===== config.mk =====
export PLATFORM = sky130hd
export DESIGN_NAME = music_seq_player
export DESIGN_NICKNAME = d
export VERILOG_FILES = /design/src/rtl/music_pkg.sv /design/src/rtl/music_tone_gen.sv /design/src/rtl/music_seq_player.sv
export SDC_FILE = /design/constraint.sdc
export NUM_CORES = 1
export LEC_CHECK = 0
export CORE_ASPECT_RATIO = 0.9
export CORE_MARGIN = 3
export CORE_UTILIZATION = 52
export DETAILED_ROUTE_END_ITERATION = 8
export DONT_BUFFER_PORTS = 1
export GPL_TIMING_DRIVEN = 0
export PLACE_DENSITY = 0.67
export SLEW_MARGIN = 10
export SYNTH_ARGS = -nofsm -noshare
export SYNTH_HDL_FRONTEND = slang
export SYNTH_SLANG_ARGS = --single-unit

===== constraint.sdc =====
create_clock -name clk -period 4.35 [get_ports clk]
set_input_delay 0.6525 -clock clk [delete_from_list [all_inputs] [get_ports clk]]
set_output_delay 0.6525 -clock clk [all_outputs]
set_load 0.03 [all_outputs]

===== src/rtl/music_pkg.sv =====
// -----------------------------------------------------------------------------
// music_pkg
// Shared definitions for the ROM-driven buzzer sequencer:
//   - state_e      : sequencer state encoding
//   - DEF_*        : default clock / beat figures (UNIT = CLK_FRE / BEAT_DIV)
//   - calc_unit()  : duration unit in clock cycles for a given clock/beat pair
//   - vol_shift()  : volume code -> right-shift applied to the tone period
//                    to form the low-time threshold (duty control)
// -----------------------------------------------------------------------------
package music_pkg;

  typedef enum logic [2:0] {
    ST_IDLE  = 3'd0,
    ST_FETCH = 3'd1,
    ST_PLAY  = 3'd2,
    ST_GAP   = 3'd3,
    ST_DONE  = 3'd4
  } state_e;

  localparam int unsigned DEF_CLK_FRE  = 32'd50_000_000;
  localparam int unsigned DEF_BEAT_DIV = 32'd8;
  localparam int unsigned DEF_UNIT     = DEF_CLK_FRE / DEF_BEAT_DIV;

  // Loudest duty is 1/2 (vol 4); codes above that saturate.
  localparam logic [2:0] VOL_MAX        = 3'd4;
  localparam logic [2:0] VOL_SHIFT_BASE = 3'd5;

  // Clock cycles per duration unit; a zero divider degrades to one unit per second.
  function automatic int unsigned calc_unit(input int unsigned clk_fre,
                                            input int unsigned beat_div);
    int unsigned unit;
    if (beat_div == 32'd0) begin
      unit = clk_fre;
    end else begin
      unit = clk_fre / beat_div;
    end
    return unit;
  endfunction

  // vol 1..4 -> shift 4..1 (duty 1/16 .. 1/2); vol 0 is muted elsewhere.
  function automatic logic [2:0] vol_shift(input logic [2:0] vol);
    logic [2:0] v;
    if (vol > VOL_MAX) begin
      v = VOL_MAX;
    end else begin
      v = vol;
    end
    return VOL_SHIFT_BASE - v;
  endfunction

endpackage


===== src/rtl/music_tone_gen.sv =====
// -----------------------------------------------------------------------------
// music_tone_gen
// Square-wave generator for one note. hz_cnt runs 0..cycle-1 while enabled
// and is frozen otherwise; load restarts the phase at 0. The registered,
// active-low buzzer is low while hz_cnt < (cycle >> vol_shift(vol)).
// Ports:
//   clk, rst_n : clock, asynchronous active-low reset
//   cycle      : tone period in clock cycles (0 = rest)
//   vol        : volume code (0 = mute)
//   enable     : advance the tone this cycle (PLAY and running)
//   load       : restart phase for a new note
//   buzzer     : registered active-low drive, 1 when silent
// -----------------------------------------------------------------------------
module music_tone_gen
  import music_pkg::*;
#(
  parameter int CYC_W = 20
) (
  input  logic             clk,
  input  logic             rst_n,
  input  logic [CYC_W-1:0] cycle,
  input  logic [2:0]       vol,
  input  logic             enable,
  input  logic             load,
  output logic             buzzer
);

  localparam logic [CYC_W-1:0] CNT_ZERO = {CYC_W{1'b0}};
  localparam logic [CYC_W-1:0] CNT_ONE  = {{(CYC_W-1){1'b0}}, 1'b1};

  logic [CYC_W-1:0] hz_cnt_q, hz_cnt_d;
  logic             buzzer_q, buzzer_d;
  logic [CYC_W-1:0] thr_s;
  logic             at_end_s;

  // Phase counter update and duty compare for the next buzzer value.
  always_comb begin
    thr_s    = cycle >> vol_shift(vol);
    at_end_s = (cycle == CNT_ZERO) || (hz_cnt_q >= (cycle - CNT_ONE));

    hz_cnt_d = hz_cnt_q;
    if (load) begin
      hz_cnt_d = CNT_ZERO;
    end else if (enable) begin
      if (at_end_s) begin
        hz_cnt_d = CNT_ZERO;
      end else begin
        hz_cnt_d = hz_cnt_q + CNT_ONE;
      end
    end else begin
      hz_cnt_d = hz_cnt_q;
    end

    buzzer_d = 1'b1;
    if (enable && (vol != 3'd0) && (cycle != CNT_ZERO) && (hz_cnt_q < thr_s)) begin
      buzzer_d = 1'b0;
    end else begin
      buzzer_d = 1'b1;
    end
  end

  // Phase and output registers.
  always_ff @(posedge clk or negedge rst_n) begin
    if (!rst_n) begin
      hz_cnt_q <= CNT_ZERO;
      buzzer_q <= 1'b1;
    end else begin
      hz_cnt_q <= hz_cnt_d;
      buzzer_q <= buzzer_d;
    end
  end

  assign buzzer = buzzer_q;

endmodule


===== src/rtl/music_seq_player.sv =====
// -----------------------------------------------------------------------------
// music_seq_player
// Steps through an external note ROM (period + duration per entry) and drives
// an active-low buzzer. Supports pause (run=0), abort (stop), looping, a
// silent articulation gap after each note, volume (duty), rests (cycle 0)
// and skipped entries (dur 0). Song length is sampled live at each advance.
// Ports:
//   clk, rst_n          : clock, asynchronous active-low reset
//   play_en             : start pulse, honoured in IDLE only
//   run                 : 1 play, 0 pause
//   stop                : abort pulse, highest priority
//   loop_en             : wrap to note 0 after the last note
//   song_len            : number of notes (0 = empty song)
//   vol                 : 0 mute, 1..4 duty 1/16..1/2, 5..7 as 4
//   rom_addr            : note ROM address (registered)
//   rom_cycle, rom_dur  : ROM data, valid ROM_LAT cycles after rom_addr
//   buzzer              : active-low drive, idle 1
//   busy                : 1 outside IDLE
//   play_done           : one-cycle pulse at song end (non-loop)
//   song_wrap           : one-cycle pulse when the song wraps
// -----------------------------------------------------------------------------
module music_seq_player
  import music_pkg::*;
#(
  parameter int CLK_FRE  = 50_000_000,
  parameter int BEAT_DIV = 8,
  parameter int ADDR_W   = 9,
  parameter int DUR_W    = 8,
  parameter int CYC_W    = 20,
  parameter int ROM_LAT  = 1,
  parameter int GAP_CYC  = 1000
) (
  input  logic              clk,
  input  logic              rst_n,
  input  logic              play_en,
  input  logic              run,
  input  logic              stop,
  input  logic              loop_en,
  input  logic [ADDR_W:0]   song_len,
  input  logic [2:0]        vol,
  output logic [ADDR_W-1:0] rom_addr,
  input  logic [CYC_W-1:0]  rom_cycle,
  input  logic [DUR_W-1:0]  rom_dur,
  output logic              buzzer,
  output logic              busy,
  output logic              play_done,
  output logic              song_wrap
);

  localparam logic [31:0]       UNIT      = 32'(calc_unit(CLK_FRE, BEAT_DIV));
  localparam logic [31:0]       GAP_LOAD  = 32'(GAP_CYC);
  localparam logic [1:0]        LAT       = 2'(ROM_LAT);
  localparam logic [ADDR_W-1:0] ADDR_ZERO = {ADDR_W{1'b0}};
  localparam logic [ADDR_W:0]   LEN_ZERO  = {(ADDR_W+1){1'b0}};
  localparam logic [ADDR_W:0]   LEN_ONE   = {{ADDR_W{1'b0}}, 1'b1};
  localparam logic [CYC_W-1:0]  CYC_ZERO  = {CYC_W{1'b0}};

  state_e            state_q, state_d;
  logic [ADDR_W-1:0] rom_addr_q, rom_addr_d;
  logic [1:0]        fetch_cnt_q, fetch_cnt_d;
  logic [31:0]       dur_cnt_q, dur_cnt_d;
  logic [31:0]       gap_cnt_q, gap_cnt_d;
  logic [CYC_W-1:0]  note_cycle_q, note_cycle_d;
  logic              busy_q, busy_d;
  logic              play_done_q, play_done_d;
  logic              song_wrap_q, song_wrap_d;

  logic              tone_load_s;
  logic              tone_en_s;
  logic [ADDR_W:0]   addr_inc_s;
  state_e            adv_state_s;
  logic [ADDR_W-1:0] adv_addr_s;
  logic              adv_wrap_s;

  // End-of-note decision: next note, wrap to note 0, or finish.
  always_comb begin
    addr_inc_s = {1'b0, rom_addr_q} + LEN_ONE;
    if (addr_inc_s < song_len) begin
      adv_state_s = ST_FETCH;
      adv_addr_s  = addr_inc_s[ADDR_W-1:0];
      adv_wrap_s  = 1'b0;
    end else if (loop_en) begin
      adv_state_s = ST_FETCH;
      adv_addr_s  = ADDR_ZERO;
      adv_wrap_s  = 1'b1;
    end else begin
      adv_state_s = ST_DONE;
      adv_addr_s  = rom_addr_q;
      adv_wrap_s  = 1'b0;
    end
  end

  // Sequencer next-state, counters and address.
  always_comb begin
    state_d      = state_q;
    rom_addr_d   = rom_addr_q;
    fetch_cnt_d  = fetch_cnt_q;
    dur_cnt_d    = dur_cnt_q;
    gap_cnt_d    = gap_cnt_q;
    note_cycle_d = note_cycle_q;
    song_wrap_d  = 1'b0;
    tone_load_s  = 1'b0;

    if (stop) begin
      state_d     = ST_IDLE;
      rom_addr_d  = ADDR_ZERO;
      fetch_cnt_d = 2'd0;
      dur_cnt_d   = 32'd0;
      gap_cnt_d   = 32'd0;
    end else begin
      case (state_q)
        ST_IDLE: begin
          if (play_en) begin
            if (song_len != LEN_ZERO) begin
              state_d     = ST_FETCH;
              rom_addr_d  = ADDR_ZERO;
              fetch_cnt_d = 2'd0;
            end else begin
              state_d = ST_DONE;
            end
          end else begin
            state_d = ST_IDLE;
          end
        end

        ST_FETCH: begin
          // ROM data for rom_addr_q is valid once LAT cycles have elapsed.
          if (fetch_cnt_q >= LAT) begin
            fetch_cnt_d  = 2'd0;
            note_cycle_d = rom_cycle;
            if (rom_dur == {DUR_W{1'b0}}) begin
              state_d     = adv_state_s;
              rom_addr_d  = adv_addr_s;
              song_wrap_d = adv_wrap_s;
            end else begin
              state_d     = ST_PLAY;
              dur_cnt_d   = 32'(rom_dur) * UNIT;
              tone_load_s = 1'b1;
            end
          end else begin
            fetch_cnt_d = fetch_cnt_q + 2'd1;
          end
        end

        ST_PLAY: begin
          if (run) begin
            if (dur_cnt_q <= 32'd1) begin
              dur_cnt_d = 32'd0;
              if (GAP_LOAD != 32'd0) begin
                state_d   = ST_GAP;
                gap_cnt_d = GAP_LOAD;
              end else begin
                state_d     = adv_state_s;
                rom_addr_d  = adv_addr_s;
                song_wrap_d = adv_wrap_s;
              end
            end else begin
              dur_cnt_d = dur_cnt_q - 32'd1;
            end
          end else begin
            dur_cnt_d = dur_cnt_q;
          end
        end

        ST_GAP: begin
          if (run) begin
            if (gap_cnt_q <= 32'd1) begin
              gap_cnt_d   = 32'd0;
              state_d     = adv_state_s;
              rom_addr_d  = adv_addr_s;
              song_wrap_d = adv_wrap_s;
            end else begin
              gap_cnt_d = gap_cnt_q - 32'd1;
            end
          end else begin
            gap_cnt_d = gap_cnt_q;
          end
        end

        ST_DONE: begin
          state_d = ST_IDLE;
        end

        default: begin
          state_d    = ST_IDLE;
          rom_addr_d = ADDR_ZERO;
        end
      endcase
    end

    busy_d      = (state_d != ST_IDLE);
    play_done_d = (state_d == ST_DONE);
    // stop also silences the tone so buzzer is 1 on the following cycle.
    tone_en_s   = (state_q == ST_PLAY) && run && !stop;
  end

  // Sequencer state and registered outputs.
  always_ff @(posedge clk or negedge rst_n) begin
    if (!rst_n) begin
      state_q      <= ST_IDLE;
      rom_addr_q   <= ADDR_ZERO;
      fetch_cnt_q  <= 2'd0;
      dur_cnt_q    <= 32'd0;
      gap_cnt_q    <= 32'd0;
      note_cycle_q <= CYC_ZERO;
      busy_q       <= 1'b0;
      play_done_q  <= 1'b0;
      song_wrap_q  <= 1'b0;
    end else begin
      state_q      <= state_d;
      rom_addr_q   <= rom_addr_d;
      fetch_cnt_q  <= fetch_cnt_d;
      dur_cnt_q    <= dur_cnt_d;
      gap_cnt_q    <= gap_cnt_d;
      note_cycle_q <= note_cycle_d;
      busy_q       <= busy_d;
      play_done_q  <= play_done_d;
      song_wrap_q  <= song_wrap_d;
    end
  end

  music_tone_gen #(
    .CYC_W (CYC_W)
  ) u_tone (
    .clk    (clk),
    .rst_n  (rst_n),
    .cycle  (note_cycle_q),
    .vol    (vol),
    .enable (tone_en_s),
    .load   (tone_load_s),
    .buzzer (buzzer)
  );

  assign rom_addr  = rom_addr_q;
  assign busy      = busy_q;
  assign play_done = play_done_q;
  assign song_wrap = song_wrap_q;

endmodule


# After elaboration in Yosys (flattened, before gate mapping)
# Cells that the tools add are included.
# word_totals
register_bits,122
inputBits,47
output_inout_bits,13
wordCells,123
# op_classes
addsub,7
mul,1
n_lt_le_gt_ge,7
eq_ne,15
shifts,1
muxes,56
bitwise,1
reduce_logical,24
# op_table
op,n
$mux 32,10
$pmux 32 s2,2
$mux 9,9
$le 32x1->1 const B,2
$sub 32x1->32 const B,2
$mux 20,3
$mux 3,12
$pmux 9 s4,1
$mul 8x19->27 const B,1
$ne 3x3->1 const B,9
$add 20x1->20 const B,1
$ge 20x20->1,1
$logic_not 20->1,1
$lt 20x20->1,1
$reduce_bool 20->1,1
$shr 20x3->20,1
$sub 20x1->20 const B,1
$reduce_bool 3->1,5
$mux 1,12
$pmux 3 s4,1
$add 9x1->10 const B,1
$lt 10x10->1,1
$reduce_bool 10->1,1
$logic_not 8->1,1
other kinds (21),32

# Longest topological paths before layout
# depth
word_depth,8
depth_mapped,18
ltp_nobuf,18

# Cells and area by module
# From an unflattened synthesis, not the netlist that was laid out.
# unflattened
cells_unflattened,1274
area_unflattened_um2,11144.4
# modules_own_cells
mod,instances,cells_each,area_each_um2,seq_area_each_um2
music_seq_player,1,916,8132.8,2527.4
music_tone_gen,1,358,3011.6,526.8

# Worst setup path after synthesis
# No wires, ideal clock.
# synth_path
path_kind,input port to flip-flop
startpoint,in rom_dur[5]
endpoint,reg dur_cnt_q[30]
setup_ps,138
t_arrival_ps,4686
required_time_ps,4212
slack_ps,-474
stages,16
n_path_buf,0
cell_sequence,fa_1 inv_1 fa_1 inv_1 fa_1 inv_1 fa_1 inv_1 ha_1 a2111oi_0 a22oi_1 a31oi_1 a31oi_1 a31oi_1 xor2_1 o221ai_1
# synth_via
elab_chain_len,5
elab_cells_between_ends,8
classes_between,mul (1); eq/ne (1); mux (4); reduce/logical (2)
# synth_rtl
element,line_no,text
from (decl),music_seq_player.sv:43,"input logic [DUR_W-1:0] rom_dur,"
$mul 8x19->27,music_seq_player.sv:137,dur_cnt_d = 32'(rom_dur) * UNIT;
$mux 32,music_seq_player.sv:131,if (rom_dur == {DUR_W{1'b0}}) begin
$mux 32,music_seq_player.sv:128,if (fetch_cnt_q >= LAT) begin
$pmux 32 s2,music_seq_player.sv:111,case (state_q)
$mux 32,music_seq_player.sv:104,if (stop) begin
to (signal assigned),music_seq_player.sv:213,dur_cnt_q <= dur_cnt_d;
to (decl),music_seq_player.sv:61,"logic [31:0] dur_cnt_q, dur_cnt_d;"
# Several ways; a longest one is shown, not always the timed one. The select of a mux whose other input is x is not followed.
# A chain may end at the register's enable or synchronous reset.

# Worst setup path after layout
# Same ends and word-level chain as after synthesis.

==> reports/metrics.csv <==
stage,metric,value,unit
global_routing,gr-usage-all-layers,24.2,%
routing,post-route-drc-count,0,
sta,fin_skew,0.00945,ns
routing,drt_first_iter_violations,743,
global_routing,grt_pass1_vias,9147,
final_layout,syn_to_final_growth,11.8,%
synthesis,synthCells,1269,
clock_tree,numCtsBuffers,17,
routing,vias_per_cell,5.88,
critical_path,crit_fanout,6,
sta,worst_pin_slew,1.22,ns
synthesis,ys_seq_elements,122,
global_routing,grt-ovfl-total,0,
routing,wl_met3,1200,um
critical_path,required,4.63,ns
critical_path,critPathLaunchType,primary input,
critical_path,critPathLaunch,rom_dur[5],
pwr,p_comb_share,55.4,%
placed_design,dpl.hpwl,19900,um
floorplanning,start_util,53.9,%
sta,fin_crit_sh,100,%
final_layout,nFillCells,1835,
synthesis,syn_nets,1466,
critical_path,max_stage_delay,0.58,ns
floorplanning,coreArea,20400,sq um
sta,period_needed,4.36,ns
critical_path,cp_cell_sequence,fa_1 -> inv_2 -> fa_1 -> inv_2 -> fa_1 -> inv_2 -> fa_1 -> inv_2 -> ha_4 -> a2111oi_4 -> a22oi_2 -> a31oi_4 -> a31oi_4 -> a31oi_1 -> xor2_1 -> o221ai_1,
routing,wirelength,27200,um
critical_path,worst-setup-path-type,in2reg,
final_layout,final_cell_mix,"121 x dfrtp_1, 119 x nor2_1, 113 x inv_1, 105 x ha_1, 87 x o21ai_0",
routing,wl_met1,12700,um
pwr,ir_drop,471,uV
synthesis,netlist_area,11000,sq um
critical_path,r2r_start,note_cycle_q[5],
critical_path,reg2reg_slack,0.13,ns
routing,avgRoutedWirePerCell,17.1,um
placed_design,port_buffers,0,
pwr,power,6.65,mW
pwr,p_per_area,542,nW/um^2
sta,fmax,229,MHz
final_layout,antenna_cells,0,
floorplanning,ios,60,
clock_tree,root_buffer,clkbuf_16,
sta,setup_viol,2,
sta,max_slew_margin,17.7,%
synthesis,synth.distinct_cells,69,
sta,rsz0062_at_grt,yes,
pwr,power.leakage,5.71,nW
floorplanning,rows,49,
floorplanning,die-area,22900,sq um
pwr,p_sw_share,42.5,%
outcome,violations,setup timing,
critical_path,critPathSlowestCell,fa_1,
placed_design,place_congestion,0.875,
final_layout,fin_nets,1495,
outcome,status,"finished, violations left",
pwr,power.switching,2.82,mW
floorplanning,die_h,144,um
clock_tree,cts.path.max_buffers,2,
routing,drt-pass1-iter-count,6,
synthesis,synth-seq-area-share,27.8,%
synthesis,syn_avg_cell_area,8.64,sq um
global_routing,grt_pass1_wl,45700,um
sta,worst_slack,-0.0121,ns
min_path,hold_path.class,in2async,
clock_tree,clock_latency,0.43,ns
critical_path,reg2regPathDepth,14,
pwr,sequentialPowerShare,22.0,%
critical_path,arrival,4.65,ns
job,max_cap_viol_count,0,
synthesis,synth-main-ff-cell,dfrtp_1,
synthesis,synth-edff-count,0,
routing,drtAntennaViolNets,0,
clock_tree,htreeDepth,4,
final_layout,layout.cells.most_common,dfrtp_1,
sta,hold_viol,0,
clock_tree,cts_tree,yes,
routing,wl_met2,12900,um
synthesis,async_flop_share,100,%
synthesis,yosys_warnings,0,
critical_path,crit_path_end_kind,flop,
pwr,p_clk_share,22.6,%
final_layout,layout-drive-gt1-share,9.38,%
floorplanning,die_w,159,um
routing,via_count,9350,
sta,hold_ws,0.0716,ns
sta,maxSlewViolCount,0,
global_routing,grt_max_degree,122,
global_routing,grt_antenna_before_repair,0,
critical_path,r2r-end,u_tone.hz_cnt_q[16],
pwr,p_int,3.82,mW
routing,highest_layer,met4,
clock_tree,clk_pin_slew,0.06,ns
clock_tree,clock-sinks,122,
[worst max-delay path, delay by kind of cell]
| family | cells | cell delay [ns] |
|---|---|---|
| AO/OA/AOI/OAI | 6 | 1.18 |
| adder cells (fa/ha/maj) | 5 | 2.36 |
| XOR/XNOR | 1 | 0.22 |
| buffers and inverters | 4 | 0.23 |
[layer usage]
layer  track usage [%]  vias up
met3              4.35       33
met4              5.94        0
li1                  -     4557
met5                 0        -
met1              33.3     4535
met2              40.0      225
[final cells by class]
cell class / instances / area [sq um] / share of cell area [%]
multi-input combinational: 973 / 7470 / 60.9
clock buffer: 21 / 480 / 3.92
sequential: 122 / 3050 / 24.9
buffer: 56 / 224 / 1.83
clock inverter: 11 / 143 / 1.16
tap: 280 / 350 / 2.86
inverter: 118 / 443 / 3.61
timing repair buffer: 10 / 98.8 / 0.806
[cell families after synthesis]
logic type	Yosys count	share of synthesized area, %
flip-flops	122	27.8
AO/OA/AOI/OAI	291	16.6
adder cells (fa/ha/maj)	150	19.9
XOR/XNOR	66	5.27
other	1	0.0342
multiplexers	52	5.09
AND/OR/NAND/NOR	413	19.2
buffers and inverters	174	6.06
[sequential cells by signal, summed over array words and instances, names as in the netlist]
| register | cells |
|---|---|
| dur_cnt_q | 32 |
| gap_cnt_q | 32 |
| song_wrap | 1 |
| u_tone.buzzer | 1 |
| note_cycle_q | 20 |
| fetch_cnt_q | 2 |
| rom_addr | 9 |
| u_tone.hz_cnt_q | 20 |
| state_q | 3 |
| busy | 1 |
| play_done | 1 |
[cells in the mapped netlist, types with 5 or more instances]
library cell / number / area, sq um
o221ai_1: 6 / 52.6
nand4b_1: 8 / 70.1
xor2_1: 35 / 307
nand2_1: 67 / 251
a41o_1: 7 / 70.1
mux2i_1: 31 / 310
nand2b_1: 9 / 56.3
nand4_1: 18 / 113
and3_1: 15 / 93.8
inv_1: 118 / 443
buf_1: 5 / 18.8
a31oi_1: 21 / 131
clkbuf_1: 47 / 176
xnor2_1: 31 / 272
and2_1: 8 / 50.1
nor4_1: 25 / 156
nor3_1: 32 / 160
o21a_1: 8 / 60.1
o21ai_0: 88 / 440
nor2_1: 122 / 458
or4_1: 5 / 37.5
or3_1: 17 / 106
ha_1: 110 / 1380
or2_2: 5 / 31.3
a211oi_1: 15 / 113
o211ai_1: 5 / 37.5
a21o_1: 18 / 135
a22oi_1: 5 / 37.5
mux2_2: 20 / 225
fa_1: 40 / 801
a21oi_1: 75 / 375
nand3_1: 44 / 220
nor2b_1: 21 / 131
dfrtp_1: 121 / 3030
[power groups by stage]
stage          Clock, mW  Sequential [mW]  Combinational, mW
6_report            1.50             1.46               3.68
5_1_grt             1.58             1.49               4.10
4_1_cts             1.53             1.46               3.50
3_5_place_dp           0             1.48               3.29
3_3_place_gp           0             1.47               3.27
2_1_floorplan          0             1.43               2.61
[timing repair]
action | 4_1_cts | 5_1_grt
resized for setup | 15 | 24
hold endpoints to repair | 121 | 0
pin swaps | 14 | 9
hold buffers | 1 | 0
setup buffers | 6 | 4
setup endpoints to repair | 12 | 27
[how the worst max path moves through the flow]
| stage | end | slack [ns] | cells after the start |
|---|---|---|---|
| after floorplan | dur_cnt_q[29] | -0.19 | 16 |
| after global placement | dur_cnt_q[29] | -0.62 | 14 |
| after detailed placement | dur_cnt_q[29] | -0.63 | 14 |
| after CTS | dur_cnt_q[30] | -0.03 | 16 |
| after global routing | dur_cnt_q[29] | -0.15 | 14 |
| final | dur_cnt_q[30] | -0.01 | 16 |
[through the flow]
stage                     setup WS (ns)  std cells  util, %  TNS [ns]  instance area, sq um
after floorplan                  -0.192       1269        -    -0.632                 11000
after global placement           -0.617       1549     55.9     -3.94                 11400
after detailed placement         -0.628       1549     55.9     -4.28                 11400
after CTS                       -0.0338       1588     59.7   -0.0338                 12100
after global routing             -0.152       1591     60.2    -0.689                 12300
final                           -0.0121       1591     60.2   -0.0177                 12300
Power figures use the tool's default switching activity.
